--- src/rtl/mem_arb_pkg.sv ---
// mem_arb_pkg: shared types for the external-memory arbiter.
//   mem_cmd_t   - 65-bit command word {rnw, word address, length in words}
//   route_t     - read-return routing entry {requester port, words expected}
//   arb_state_t - command/write-data FSM states
package mem_arb_pkg;

    localparam int unsigned CMD_WIDTH = 65;
    // Wide enough for the largest supported requester count (8).
    localparam int unsigned PORT_W    = 3;

    typedef struct packed {
        logic        rnw;
        logic [31:0] addr;
        logic [31:0] len;
    } mem_cmd_t;

    typedef struct packed {
        logic [PORT_W-1:0] port;
        logic [31:0]       len;
    } route_t;

    typedef enum logic [1:0] {
        IDLE  = 2'd0,
        ISSUE = 2'd1,
        WDATA = 2'd2
    } arb_state_t;

endpackage

--- src/rtl/mem_arb_route_fifo.sv ---
// mem_arb_route_fifo: FIFO of outstanding read routes, in issue order.
//   clk, reset_n : clock, asynchronous active-low reset
//   push, push_data : enqueue a route (ignored when full unless popping)
//   pop             : dequeue the head (ignored when empty)
//   head            : current head entry (valid while !empty)
//   full, empty     : occupancy flags
// A pop and a push in the same cycle are both honoured, even when full.
module mem_arb_route_fifo
    import mem_arb_pkg::*;
#(
    parameter int unsigned depth = 4
) (
    input  logic   clk,
    input  logic   reset_n,
    input  logic   push,
    input  route_t push_data,
    input  logic   pop,
    output route_t head,
    output logic   full,
    output logic   empty
);

    localparam int unsigned AW = $clog2(depth);

    route_t         slots [depth];
    logic [AW:0]    wr_ptr;
    logic [AW:0]    rd_ptr;
    logic           do_push;
    logic           do_pop;

    // Extra pointer bit distinguishes full from empty when the indices match.
    assign empty   = (wr_ptr == rd_ptr);
    assign full    = (wr_ptr[AW] != rd_ptr[AW]) && (wr_ptr[AW-1:0] == rd_ptr[AW-1:0]);
    assign do_pop  = pop & ~empty;
    assign do_push = push & (~full | do_pop);
    assign head    = slots[rd_ptr[AW-1:0]];

    always_ff @(posedge clk or negedge reset_n) begin
        if (!reset_n) begin
            wr_ptr <= '0;
            rd_ptr <= '0;
        end else begin
            if (do_push) wr_ptr <= wr_ptr + 1'b1;
            if (do_pop)  rd_ptr <= rd_ptr + 1'b1;
        end
    end

    always_ff @(posedge clk) begin
        if (do_push) slots[wr_ptr[AW-1:0]] <= push_data;
    end

endmodule

--- src/rtl/mem_arbiter.sv ---
// mem_arbiter: shares one external-memory port between num_ports requesters.
//   clk, reset_n                       : memory-domain clock, async active-low reset
//   req_cmd_valid/ready/data           : per-requester command channel (mem_cmd_t)
//   req_wr_valid/ready/data            : per-requester write-data channel
//   req_rd_valid/ready, req_rd_data    : per-requester read return (data broadcast)
//   mem_cmd_*, mem_wr_*, mem_rd_*      : memory adapter side
//   grant_id                           : last granted requester
//   busy                               : command/write in progress or reads outstanding
// Round-robin command grant, write burst owned by the grantee, reads routed
// back in command order through a route FIFO.
module mem_arbiter
    import mem_arb_pkg::*;
#(
    parameter int unsigned num_ports       = 4,
    parameter int unsigned mem_width       = 32,
    parameter int unsigned max_outstanding = 4
) (
    input  logic                           clk,
    input  logic                           reset_n,
    input  logic [num_ports-1:0]           req_cmd_valid,
    output logic [num_ports-1:0]           req_cmd_ready,
    input  logic [num_ports*CMD_WIDTH-1:0] req_cmd_data,
    input  logic [num_ports-1:0]           req_wr_valid,
    output logic [num_ports-1:0]           req_wr_ready,
    input  logic [num_ports*mem_width-1:0] req_wr_data,
    output logic [num_ports-1:0]           req_rd_valid,
    input  logic [num_ports-1:0]           req_rd_ready,
    output logic [mem_width-1:0]           req_rd_data,
    output logic                           mem_cmd_valid,
    input  logic                           mem_cmd_ready,
    output logic [CMD_WIDTH-1:0]           mem_cmd_data,
    output logic                           mem_wr_valid,
    input  logic                           mem_wr_ready,
    output logic [mem_width-1:0]           mem_wr_data,
    input  logic                           mem_rd_valid,
    output logic                           mem_rd_ready,
    input  logic [mem_width-1:0]           mem_rd_data,
    output logic [$clog2(num_ports)-1:0]   grant_id,
    output logic                           busy
);

    localparam int unsigned GW = $clog2(num_ports);
    localparam int unsigned CW = GW + 1;

    arb_state_t           state, state_next;
    mem_cmd_t             cmd_q;
    logic [31:0]          wr_count;
    logic [31:0]          rd_remaining;
    logic [31:0]          rd_len_eff;

    mem_cmd_t             cmds     [num_ports];
    logic [mem_width-1:0] wr_words [num_ports];
    logic [num_ports-1:0] eligible;
    logic                 found;
    logic [GW-1:0]        pick;
    logic [CW-1:0]        cand;

    logic                 load_cmd, load_wr, dec_wr;
    logic                 fifo_push, fifo_pop, fifo_full, fifo_empty;
    logic                 rd_xfer;
    route_t               push_route, head;

    always_comb begin
        for (int unsigned i = 0; i < num_ports; i++) begin
            cmds[i]     = req_cmd_data[i*CMD_WIDTH +: CMD_WIDTH];
            wr_words[i] = req_wr_data[i*mem_width +: mem_width];
        end
    end

    // Round-robin search starting one past the last grant.
    always_comb begin
        eligible = '0;
        found    = 1'b0;
        pick     = '0;
        cand     = '0;
        for (int unsigned i = 0; i < num_ports; i++)
            eligible[i] = req_cmd_valid[i] & ~(cmds[i].rnw & fifo_full);
        for (int unsigned k = 1; k <= num_ports; k++) begin
            cand = {1'b0, grant_id} + CW'(k);
            if (cand >= CW'(num_ports)) cand = cand - CW'(num_ports);
            if (!found && eligible[cand[GW-1:0]]) begin
                found = 1'b1;
                pick  = cand[GW-1:0];
            end
        end
    end

    always_comb begin
        state_next    = state;
        load_cmd      = 1'b0;
        load_wr       = 1'b0;
        dec_wr        = 1'b0;
        fifo_push     = 1'b0;
        mem_cmd_valid = 1'b0;
        mem_cmd_data  = '0;
        req_cmd_ready = '0;
        mem_wr_valid  = 1'b0;
        mem_wr_data   = '0;
        req_wr_ready  = '0;
        push_route.port = PORT_W'(grant_id);
        push_route.len  = cmd_q.len;
        case (state)
            IDLE: begin
                if (found) begin
                    load_cmd   = 1'b1;
                    state_next = ISSUE;
                end
            end
            ISSUE: begin
                mem_cmd_valid           = 1'b1;
                mem_cmd_data            = cmd_q;
                req_cmd_ready[grant_id] = mem_cmd_ready;
                if (mem_cmd_ready) begin
                    if (cmd_q.len == 32'd0) begin
                        state_next = IDLE;
                    end else if (cmd_q.rnw) begin
                        fifo_push  = 1'b1;
                        state_next = IDLE;
                    end else begin
                        load_wr    = 1'b1;
                        state_next = WDATA;
                    end
                end
            end
            WDATA: begin
                mem_wr_valid           = req_wr_valid[grant_id];
                mem_wr_data            = wr_words[grant_id];
                req_wr_ready[grant_id] = mem_wr_ready;
                if (req_wr_valid[grant_id] && mem_wr_ready) begin
                    dec_wr = 1'b1;
                    if (wr_count == 32'd1) state_next = IDLE;
                end
            end
            default: state_next = IDLE;
        endcase
    end

    // rd_remaining is zero until the head's first word moves, so the head's
    // own length stands in for the count of a freshly reached entry.
    always_comb begin
        rd_len_eff   = (rd_remaining == 32'd0) ? head.len : rd_remaining;
        req_rd_valid = '0;
        req_rd_data  = '0;
        mem_rd_ready = 1'b0;
        rd_xfer      = 1'b0;
        fifo_pop     = 1'b0;
        if (!fifo_empty) begin
            for (int unsigned i = 0; i < num_ports; i++) begin
                if (head.port == PORT_W'(i)) begin
                    req_rd_valid[i] = mem_rd_valid;
                    mem_rd_ready    = req_rd_ready[i];
                end
            end
            req_rd_data = mem_rd_data;
            rd_xfer     = mem_rd_valid & mem_rd_ready;
            fifo_pop    = rd_xfer & (rd_len_eff == 32'd1);
        end
    end

    always_ff @(posedge clk or negedge reset_n) begin
        if (!reset_n) begin
            state        <= IDLE;
            grant_id     <= '0;
            cmd_q        <= '0;
            wr_count     <= '0;
            rd_remaining <= '0;
        end else begin
            state <= state_next;
            if (load_cmd) begin
                grant_id <= pick;
                cmd_q    <= cmds[pick];
            end
            if (load_wr)     wr_count <= cmd_q.len;
            else if (dec_wr) wr_count <= wr_count - 32'd1;
            if (rd_xfer)     rd_remaining <= fifo_pop ? 32'd0 : rd_len_eff - 32'd1;
        end
    end

    mem_arb_route_fifo #(
        .depth(max_outstanding)
    ) u_route_fifo (
        .clk       (clk),
        .reset_n   (reset_n),
        .push      (fifo_push),
        .push_data (push_route),
        .pop       (fifo_pop),
        .head      (head),
        .full      (fifo_full),
        .empty     (fifo_empty)
    );

    assign busy = (state != IDLE) | ~fifo_empty | (rd_remaining != 32'd0);

endmodule

--- config.mk ---
export PLATFORM = sky130hd
export DESIGN_NAME = mem_arbiter
export DESIGN_NICKNAME = d
export VERILOG_FILES = /design/src/rtl/mem_arb_pkg.sv /design/src/rtl/mem_arb_route_fifo.sv /design/src/rtl/mem_arbiter.sv
export SDC_FILE = /design/constraint.sdc
export NUM_CORES = 1
export LEC_CHECK = 0
export ABC_AREA = 0
export ABC_CLOCK_PERIOD_IN_PS = 8500
export CAP_MARGIN = 5
export CORE_AREA = 2 2 230 232
export CTS_BUF_LIST = sky130_fd_sc_hd__clkbuf_8
export CTS_CLUSTER_DIAMETER = 80
export CTS_CLUSTER_SIZE = 25
export DETAILED_ROUTE_END_ITERATION = 12
export DIE_AREA = 0 0 232 234
export MAX_ROUTING_LAYER = met4
export PLACE_DENSITY = 0.69
export SYNTH_ARGS = -nofsm -noshare
export SYNTH_HDL_FRONTEND = slang
export SYNTH_SLANG_ARGS = --single-unit
--- constraint.sdc ---
create_clock -name clk -period 8.5 [get_ports clk]
set_input_delay 1.7 -clock clk [delete_from_list [all_inputs] [get_ports clk]]
set_output_delay 1.7 -clock clk [all_outputs]
set_load 0.01 [all_outputs]
Word-level counts from Yosys, hierarchy flattened --
Memory sizes are Yosys's and may differ from the RTL's. Index checks and enable logic that the tools add are counted. W data, S select, Z words.
Storage, ports and cells: flip-flop bits (word level) 139, RAM bits 136, input bits 437, output and inout bits 147, memories 1
Memory list:
- u_route_fifo.slots | depth 4, width 34, rd ports 1, clocked after memory_dff 0, write ports 1, RTL line mem_arb_route_fifo.sv:25 | route_t slots [depth];
Operators by class: add/sub/neg operators 12, $lt $le $gt $ge 12, eq/ne operators 14, muxes and demuxes 75, bitwise operators 25, reduce and logical (&&, ||, !) cells 17
Operator list (count):
- $mux W32 | 8
- $mux W65 | 3
- $bmux W65 S2 | 1
- $bmux W32 S2 | 1
- $eq A32 B1 Y1 const B | 2
- $logic_not A32 Y1 | 2
- $sub A32 B1 Y32 const B | 2
- $mux W1 | 38
- $reduce_bool A32 Y1 | 1
- $mux W2 | 14
- $ge A3 B3 Y1 const B | 6
- $lt A2 B3 Y1 const B | 5
- $and A1 B1 Y1 | 12
- $mux W4 | 3
- $bmux W1 S2 | 5
- $and A4 B4 Y4 | 2
- $ne A2 B2 Y1 const B | 4
- $sub A2 B1 Y2 const B | 4
- $add A2 B2 Y3 const B | 2
- $add A3 B1 Y3 const B | 2
- $eq A3 B2 Y1 const B | 2
- $logic_and A1 B1 Y1 | 6
- $not A1 Y1 | 6
- $not A2 Y3 | 2
- 17 further kinds | 22

Depth between registers and ports, before layout --
Gate-level depths: netlist of the first run.
depth after elaboration 21, depth in mapped cells 15, gate-level depth less buffers 9

Modules after synthesis --
From an unflattened synthesis of the first run, not the netlist that was laid out.
Unflattened totals: cell total of the unflattened synthesis 1397, area, all modules 16133.0 µm²
By module, submodules not included:
- mem_arbiter | times used 1, cells each 1168, area an instance 10635.2 µm², seq. area each 3328.2 µm²
- mem_arb_route_fifo | times used 1, cells each 229, area an instance 5497.8 µm², seq. area each 4354.2 µm²

Worst setup path after synthesis of the first run --
Ideal clock, no wire load.
kind reg2reg, from reg u_route_fifo.rd_ptr[0], to mem u_route_fifo.slots[0][0] in the netlist's numbering (enable), arrival time 4073 ps, required time 8106 ps, path slack 4033 ps, stages on the path, launching flop included 11, buffers on the path 4, cell sequence dfrtp_1 -> buf_6 -> buf_2 -> buf_2 -> buf_1 -> mux4_2 -> o32a_1 -> nor4_4 -> nand4_4 -> a21oi_4 -> and2_1
Between the ends: longest elaborated chain between the ends 15
RTL lines:
- start: declaration | RTL line mem_arb_route_fifo.sv:27 | logic [AW:0] rd_ptr;
- start signal: assignment | RTL line mem_arb_route_fifo.sv:44 | if (do_pop) rd_ptr <= rd_ptr + 1'b1;
- $mem_v2 Z4 W34
- $logic_not A3 Y1 | RTL line mem_arbiter.sv:149 | if (head.port == PORT_W'(i)) begin
- $mux W1 (4 in series) | RTL line mem_arbiter.sv:149
- $mux W1 | RTL line mem_arbiter.sv:147 | if (!fifo_empty) begin
- $and A1 B1 Y1 | RTL line mem_arbiter.sv:155 | rd_xfer = mem_rd_valid & mem_rd_ready;
- $and A1 B1 Y1 | RTL line mem_arbiter.sv:156 | fifo_pop = rd_xfer & (rd_len_eff == 32'd1);
- $mux W1 | RTL line mem_arbiter.sv:147
- $and A1 B1 Y1 | RTL line mem_arb_route_fifo.sv:34 | assign do_pop = pop & ~empty;
- $or A1 B1 Y1 (*) | RTL line mem_arb_route_fifo.sv:35 | assign do_push = push & (~full | do_pop);
- $and A1 B1 Y1 (*) | RTL line mem_arb_route_fifo.sv:35
- $mux W1 (*) | RTL line mem_arb_route_fifo.sv:49 | if (do_push) slots[wr_ptr[AW-1:0]] <= push_data;
- $mux W1 (implied by the code) (*) | RTL line mem_arb_route_fifo.sv:49
- end: declaration | RTL line mem_arb_route_fifo.sv:25
Mark *: on every way between the ends. The rest lies on a longest branch, timed or not. The select of a mux whose other input is x is not followed.

Final worst setup path of the first run --
from in req_wr_data[122], to out mem_wr_data[26]
Between the ends: longest elaborated chain between the ends 4
RTL lines:
- start: declaration | RTL line mem_arbiter.sv:25 | input logic [num_ports*mem_width-1:0] req_wr_data,
- $bmux W32 S2 | RTL line mem_arbiter.sv:127 | mem_wr_data = wr_words[grant_id];
- $mux W32 (implied by the code) (2 in series) | RTL line mem_arbiter.sv:127
- $mux W32 | RTL line mem_arbiter.sv:102 | case (state)
- end: declaration | RTL line mem_arbiter.sv:34 | output logic [mem_width-1:0] mem_wr_data,
No other way between the ends. The select of a mux whose other input is x is not followed.

==> results of run 1 <==
-- synth_stat cells (7+ instances only) --
cell type    n  area, µm²
o221ai_1    31        272
or2_2        8       50.1
a21o_1      17        128
nor3_1      35        175
edfxtp_1   136       4080
mux4_2      66       1490
o22ai_1     18        113
mux2i_1    123       1230
inv_1       17       63.8
or4_1        9       67.6
buf_2       16       80.1
and3_1      16        100
buf_1        9       33.8
nor2_1      48        180
o21ai_0     45        225
or3_1       10       62.6
nand2b_1     8       50.1
o21ai_1     27        135
xor2_1      15        131
xnor2_1     17        149
o211ai_1     8       60.1
nor4_1      28        175
o31ai_1      7       52.6
dfrtp_1    139       3480
mux2_2      20        225
nand2_1    114        428
a21oi_1     39        195
ha_1        11        138
mux2_1       8       90.1
and2_1     135        845
a22oi_1     29        218
nand3_1     21        105
clkbuf_1    70        263
-- stage by stage --
stage | std cells | cell area (µm²)
global route | 2632 | 22900
global placement | 2599 | 22500
CTS | 2629 | 22900
floorplan | 1402 | 16000
finish | 2637 | 22900
detailed placement | 2599 | 22500
-- metal layers --
metal | vias up | wire, µm
met2 | 630 | 33200
met1 | 7243 | 30800
met4 | 0 | 1350
li1 | 6398 | -
met3 | 57 | 4790
met5 | - | 0
-- placed cells by master, fill, tap and decap left out, types with 7 or more instances in the layout --
cell type        Yosys  routed
and3_1              16      16
or4_1                9       9
ha_1                11      11
o22ai_1             18      18
mux2_1               8       8
buf_4                0      23
dfrtp_1            139     136
nor4_1              28      28
o221ai_1            31      31
diode_2              0       8
o211ai_1             8       8
o21ai_0             45      45
a21o_1              17      17
clkdlybuf4s50_1      0     582
mux2i_1            123     123
nand3_1             21      21
xor2_1              15      15
or3_1               10      10
and2_1             135     135
clkbuf_8             0      17
mux4_2              66      66
nor3_1              35      35
or2_2                8       8
o31ai_1              7       7
edfxtp_1           136     136
mux2_2              20      20
xnor2_1             17      17
a22oi_1             29      29
nand2b_1             8       7
a21oi_1             39      39
nor2_1              48      46
nand2_1            114     114
inv_1               17      21
o21ai_1             27      27
-- layout make-up --
class / count / area, µm²
well taps: 688 / 861
fillers: 4855 / 29100
inverters: 18 / 67.6
diodes: 8 / 20.0
multi-input cells: 1011 / 7980
clock buffers: 17 / 234
flip-flops and latches: 275 / 7570
repair buffers: 607 / 6030
clock inverters: 13 / 145
-- worst max path at each step --
stage	startpoint	to	cells past startpoint
2_1_floorplan	u_route_fifo.rd_ptr[0]	u_route_fifo.slots[0][0]	10
3_3_place_gp	req_cmd_data[259]	cmd_q[63]	9
3_5_place_dp	req_cmd_data[259]	cmd_q[63]	9
4_1_cts	rd_remaining[18]	busy	5
5_1_grt	u_route_fifo.rd_ptr[0]	u_route_fifo.slots[2][8]	10
6_report	req_wr_data[122]	mem_wr_data[26]	4
-- power by group --
part	switching, mW	total [mW]	internal (mW)
Sequential	0.421	2.23	1.81
Combinational	1.76	3.32	1.56
Clock	0.463	0.707	0.243
Total	2.64	6.25	3.61
-- kinds of logic (layout without fill, tap and decap cells) --
logic type | after synthesis | count (layout) | synth area share (%)
AOI/OAI and AO/OA | 285 | 285 | 12.3
DFF | 275 | 275 | 47.3
and+or+nand+nor | 466 | 466 | 15.9
xor gates and xnor gates | 32 | 32 | 1.75
adders and majority gates | 11 | 11 | 0.861
other | 0 | 8 | 0
buffers and inverters | 116 | 655 | 3.01
muxes | 217 | 217 | 19.0
-- registers in the layout (all words and copies together) (netlist names) --
register             cells
state                    2
rd_remaining            32
wr_count                32
cmd_q                   65
grant_id                 2
u_route_fifo.wr_ptr      3
u_route_fifo.rd_ptr      3
u_route_fifo.slots     136
==> impl_metrics.py, run 1 <==
metrics = {
    "synth": {
        "netlist_instances": 1402,
        "async_flop_share_pct": 50.5,
        "synth-main-ff-cell": "dfrtp_1",
        "synth_area_um2": 16000,
        "yosysSeqAreaShare_pct": 47.3,
        "syn-num-nets": 1850,
        "synth_edf_count": 136,
        "synth_cell_types": 75,
        "ys_ff_latch": 275,
        "synth_area_per_cell_um2": 11.4,
        "ys.warnings.count": 0,
    },
    "timing": {
        "fin_hold_ws_ns": 0.495,
        "rsz0062_at_grt": "false",
        "fin_skew_ns": 0.0503,
        "finalCriticalPeriod_ns": 5.30,
        "fin_ws_ns": 3.20,
        "finalHoldViolCount": 0,
        "finalMaxSlewViolations": 0,
        "fmax_mhz": 189,
        "relSlewSlack_pct": 33.7,
        "timing.final.crit_share_pct": 62.4,
        "worst_slew_pin_slew_ns": 0.982,
        "setup_tns_ns": 0,
        "setup_viol": 0,
    },
    "critical_path": {
        "slowest_delay_ns": 0.64,
        "reg2reg_depth": 10,
        "r2r_start": "u_route_fifo.rd_ptr[0]",
        "cp_max_fo": 1,
        "critPathMostFrequentCell": "clkdlybuf4s50_1",
        "worstReg2RegEnd": "u_route_fifo.slots[2][4]",
        "cp_cell_sequence": "clkdlybuf4s50_1 -> mux4_2 -> and2_1 -> clkdlybuf4s50_1",
        "critical_path_class": "in2out",
        "crit_arrival_ns": 3.60,
        "worstSetupStartpointType": "primary input",
        "cp.buffers_inverters": 2,
        "cp.required_ns": 6.80,
        "crit_family": "buffers and inverters",
        "worst_path_max_delay_cell": "mux4_2",
        "timing.reg2reg.setup_slack_ns": 3.37,
        "end_kind": "primary output",
    },
    "floorplanning": {
        "coreArea_um2": 52000,
        "initial_core_util_pct": 30.7,
        "die_w_um": 232,
        "dieHeight_um": 234,
        "ios": 584,
        "rows": 84,
        "fp.dieArea_um2": 54300,
    },
    "drt": {
        "wl_um": 70200,
        "ant_nets": 0,
        "first_pass_iters": 5,
        "vias": 14300,
        "wire_per_inst_um": 26.6,
        "route.detailed.drc": 0,
        "drt_iter0_drc": 1211,
        "vias_per_cell": 5.43,
    },
    "worst_hold_path": {
        "hold_class": "reg2reg",
        "hold_end": "cmd_q[47]",
        "min_path_cells": 1,
        "hold_path_startpoint": "cmd_q[47]",
    },
    "global_route": {
        "grt_max_degree": 86,
        "grt_pass1_wl_um": 99500,
        "grtUsageTotal_pct": 25.8,
        "antenna_found_initial": 13,
        "met2_usage_pct": 41.6,
        "grtUsageMet3_pct": 4.12,
        "grt_use_met1_pct": 34.9,
        "grt_pass1_vias": 14300,
        "grt.overflow.total": 0,
        "busiest_layer": "met2",
    },
    "run_status": {
        "status": "finished, final reports clean",
    },
    "cts": {
        "h-tree-depth": 1,
        "cts_sinks": 275,
        "clk_path_buf_depth": 3,
        "ctsResizeCount": 0,
        "clk_latency_ns": 0.57,
        "cts_root_buf": "clkbuf_8",
        "numCtsBuffers": 17,
        "postCtsHoldBufs": 0,
        "path_clk_slew_ns": 0.13,
        "post_cts_buffers": 0,
        "cts_tree": "built",
    },
    "cells_and_area": {
        "drive_gt1_share_pct": 8.50,
        "syn_to_final_growth_pct": 43.2,
        "nets": 2378,
        "fin_util_pct": 44.0,
    },
    "place": {
        "dp_slack_ns": 2.67,
        "port_buffers": 583,
        "hpwl_um": 55100,
        "finalWeightedCongestion": 1.06,
    },
    "job": {
        "maxCapViolCount": 0,
    },
    "power": {
        "power_density_nw_per_um2": 273,
        "p_leak_nw": 8.50,
        "peakVddDrop_mv": 0.156,
        "fin_total_pwr_mw": 6.25,
    },
}
No activity file was read; power rests on OpenSTA's default activity.
==> inputs of run 2 (changes only) <==
- ABC_CLOCK_PERIOD_IN_PS: 8500 -> 4960
- clock period: 8.5 -> 4.96 ns (I/O delays scaled with it)
==> run 2 against run 1 <==
Utilization increased by 0.56 points. Combinational power rose by 76%. Critical path depth rose by 2. Cell area up 1.3%. Register-to-register slack got worse by 2.8 ns. Clock power grew 65%.
==> impl_metrics.py, run 2 (same netlist as run 1, synthesis figures left out) <==
metrics = {
    "cts": {
        "clk_latency_ns": 0.59,
        "cts_root_buf": "clkbuf_8",
        "clk_path_buf_depth": 3,
        "h-tree-depth": 1,
        "numCtsBuffers": 17,
        "path_clk_slew_ns": 0.13,
        "post_cts_buffers": 0,
        "cts_sinks": 275,
        "cts_tree": "built",
        "postCtsHoldBufs": 0,
        "ctsResizeCount": 0,
    },
    "floorplanning": {
        "die_w_um": 232,
        "dieHeight_um": 234,
        "coreArea_um2": 52000,
        "rows": 84,
        "fp.dieArea_um2": 54300,
        "initial_core_util_pct": 30.7,
        "ios": 584,
    },
    "global_route": {
        "grtUsageTotal_pct": 25.9,
        "grt_pass1_wl_um": 99600,
        "grt_max_degree": 78,
        "antenna_found_initial": 19,
        "grt_pass1_vias": 14300,
        "grt.overflow.total": 0,
    },
    "critical_path": {
        "cp.buffers_inverters": 2,
        "cp_cell_sequence": "nor3_1 -> nand3_1 -> or3_1 -> buf_4 -> or4_1 -> clkdlybuf4s50_1",
        "crit_arrival_ns": 3.53,
        "critical_path_class": "reg2out",
        "reg2reg_depth": 9,
        "timing.reg2reg.setup_slack_ns": 0.57,
        "cp.required_ns": 3.97,
        "worstReg2RegEnd": "u_route_fifo.slots[0][18]",
        "end_kind": "primary output",
        "crit_family": "simple AND/OR/NAND/NOR gates",
        "worst_path_max_delay_cell": "clkdlybuf4s50_1",
        "r2r_start": "u_route_fifo.rd_ptr[0]",
        "worstSetupStartpointType": "flip-flop",
        "cp_max_fo": 11,
        "slowest_delay_ns": 0.57,
    },
    "worst_hold_path": {
        "hold_class": "in2async",
    },
    "place": {
        "finalWeightedCongestion": 0.995,
        "port_buffers": 583,
        "hpwl_um": 56400,
    },
    "drt": {
        "ant_nets": 0,
        "drt_iter0_drc": 1349,
        "wl_um": 70600,
        "vias_per_cell": 5.47,
        "vias": 14600,
        "first_pass_iters": 5,
        "wire_per_inst_um": 26.5,
        "route.detailed.drc": 0,
    },
    "cells_and_area": {
        "drive_gt1_share_pct": 9.94,
        "largest_register_ffs": 136,
        "final_common_cell": "clkdlybuf4s50_1",
        "nFillCells": 4820,
        "final_cell_mix": "clkdlybuf4s50_1, dfrtp_1, edfxtp_1",
        "nets": 2408,
        "syn_to_final_growth_pct": 45.0,
    },
    "timing": {
        "finalHoldViolCount": 0,
        "fin_hold_ws_ns": 0.443,
        "fin_skew_ns": 0.0649,
        "finalMaxSlewViolations": 0,
        "relSlewSlack_pct": 40.4,
        "finalCriticalPeriod_ns": 4.52,
        "rsz0062_at_grt": "false",
        "setup_viol": 0,
        "fmax_mhz": 221,
        "setup_tns_ns": 0,
        "timing.final.crit_share_pct": 91.1,
        "worst_slew_pin_slew_ns": 0.883,
    },
    "power": {
        "power_density_nw_per_um2": 468,
        "p_leak_nw": 8.66,
        "peakVddDrop_mv": 0.261,
    },
    "job": {
        "maxCapViolCount": 0,
    },
    "run_status": {
        "status": "finished, final reports clean",
    },
}
[run 2: cell type report]
class                      instances  area (µm²)  share of cell area (%)
multi-input combinational       1011        7980                    34.4
sequential                       275        7570                    32.6
timing repair buffer             637        6340                    27.3
tap                              688         861                    3.71
clock buffer                      17         234                    1.01
clock inverter                    13         114                   0.491
inverter                          18        67.6                   0.291
antenna                           11        27.5                   0.119
[run 2: worst max-delay path by stage]
| stage | from | endpoint | cells after the start |
|---|---|---|---|
| 5_1_grt | u_route_fifo.rd_ptr[0] | mem_rd_ready | 5 |
| 3_5_place_dp | u_route_fifo.rd_ptr[0] | u_route_fifo.slots[0][21] | 9 |
| 6_report | rd_remaining[13] | busy | 6 |
| 3_3_place_gp | req_cmd_data[194] | cmd_q[59] | 11 |
| 4_1_cts | u_route_fifo.rd_ptr[0] | mem_rd_ready | 5 |
| 2_1_floorplan | u_route_fifo.rd_ptr[0] | u_route_fifo.slots[0][0] | 10 |
[run 2: layer usage]
metal  GRT usage, %  share of wire (%)  up-vias
met5              -                  0        -
met4           6.33                2.1        0
met3           3.78                7.4       66
met2           40.6                 47      749
met1           35.4                 43     7320
li1               -                  -     6470
[run 2: report_power, final]
group | switching [mW] | internal [mW] | total [mW]
combinational | 3.02 | 2.83 | 5.85
clock | 0.800 | 0.365 | 1.17
sequential | 0.754 | 3.10 | 3.85
[run 2: metrics by stage]
| stage | instances | total power [mW] | area, µm² | setup WS, ns | util, % |
|---|---|---|---|---|---|
| global route | 2667 | 11.4 | 23200 | 0.270 | 44.6 |
| global placement | 2629 | 9.60 | 22800 | 0.699 | 43.9 |
| detailed placement | 2629 | 9.68 | 22800 | 0.563 | 43.9 |
| floorplan | 1402 | 6.98 | 16000 | 0.493 | - |
| CTS | 2659 | 10.9 | 23200 | 0.385 | 44.5 |
| finish | 2670 | 10.9 | 23200 | 0.443 | 44.6 |
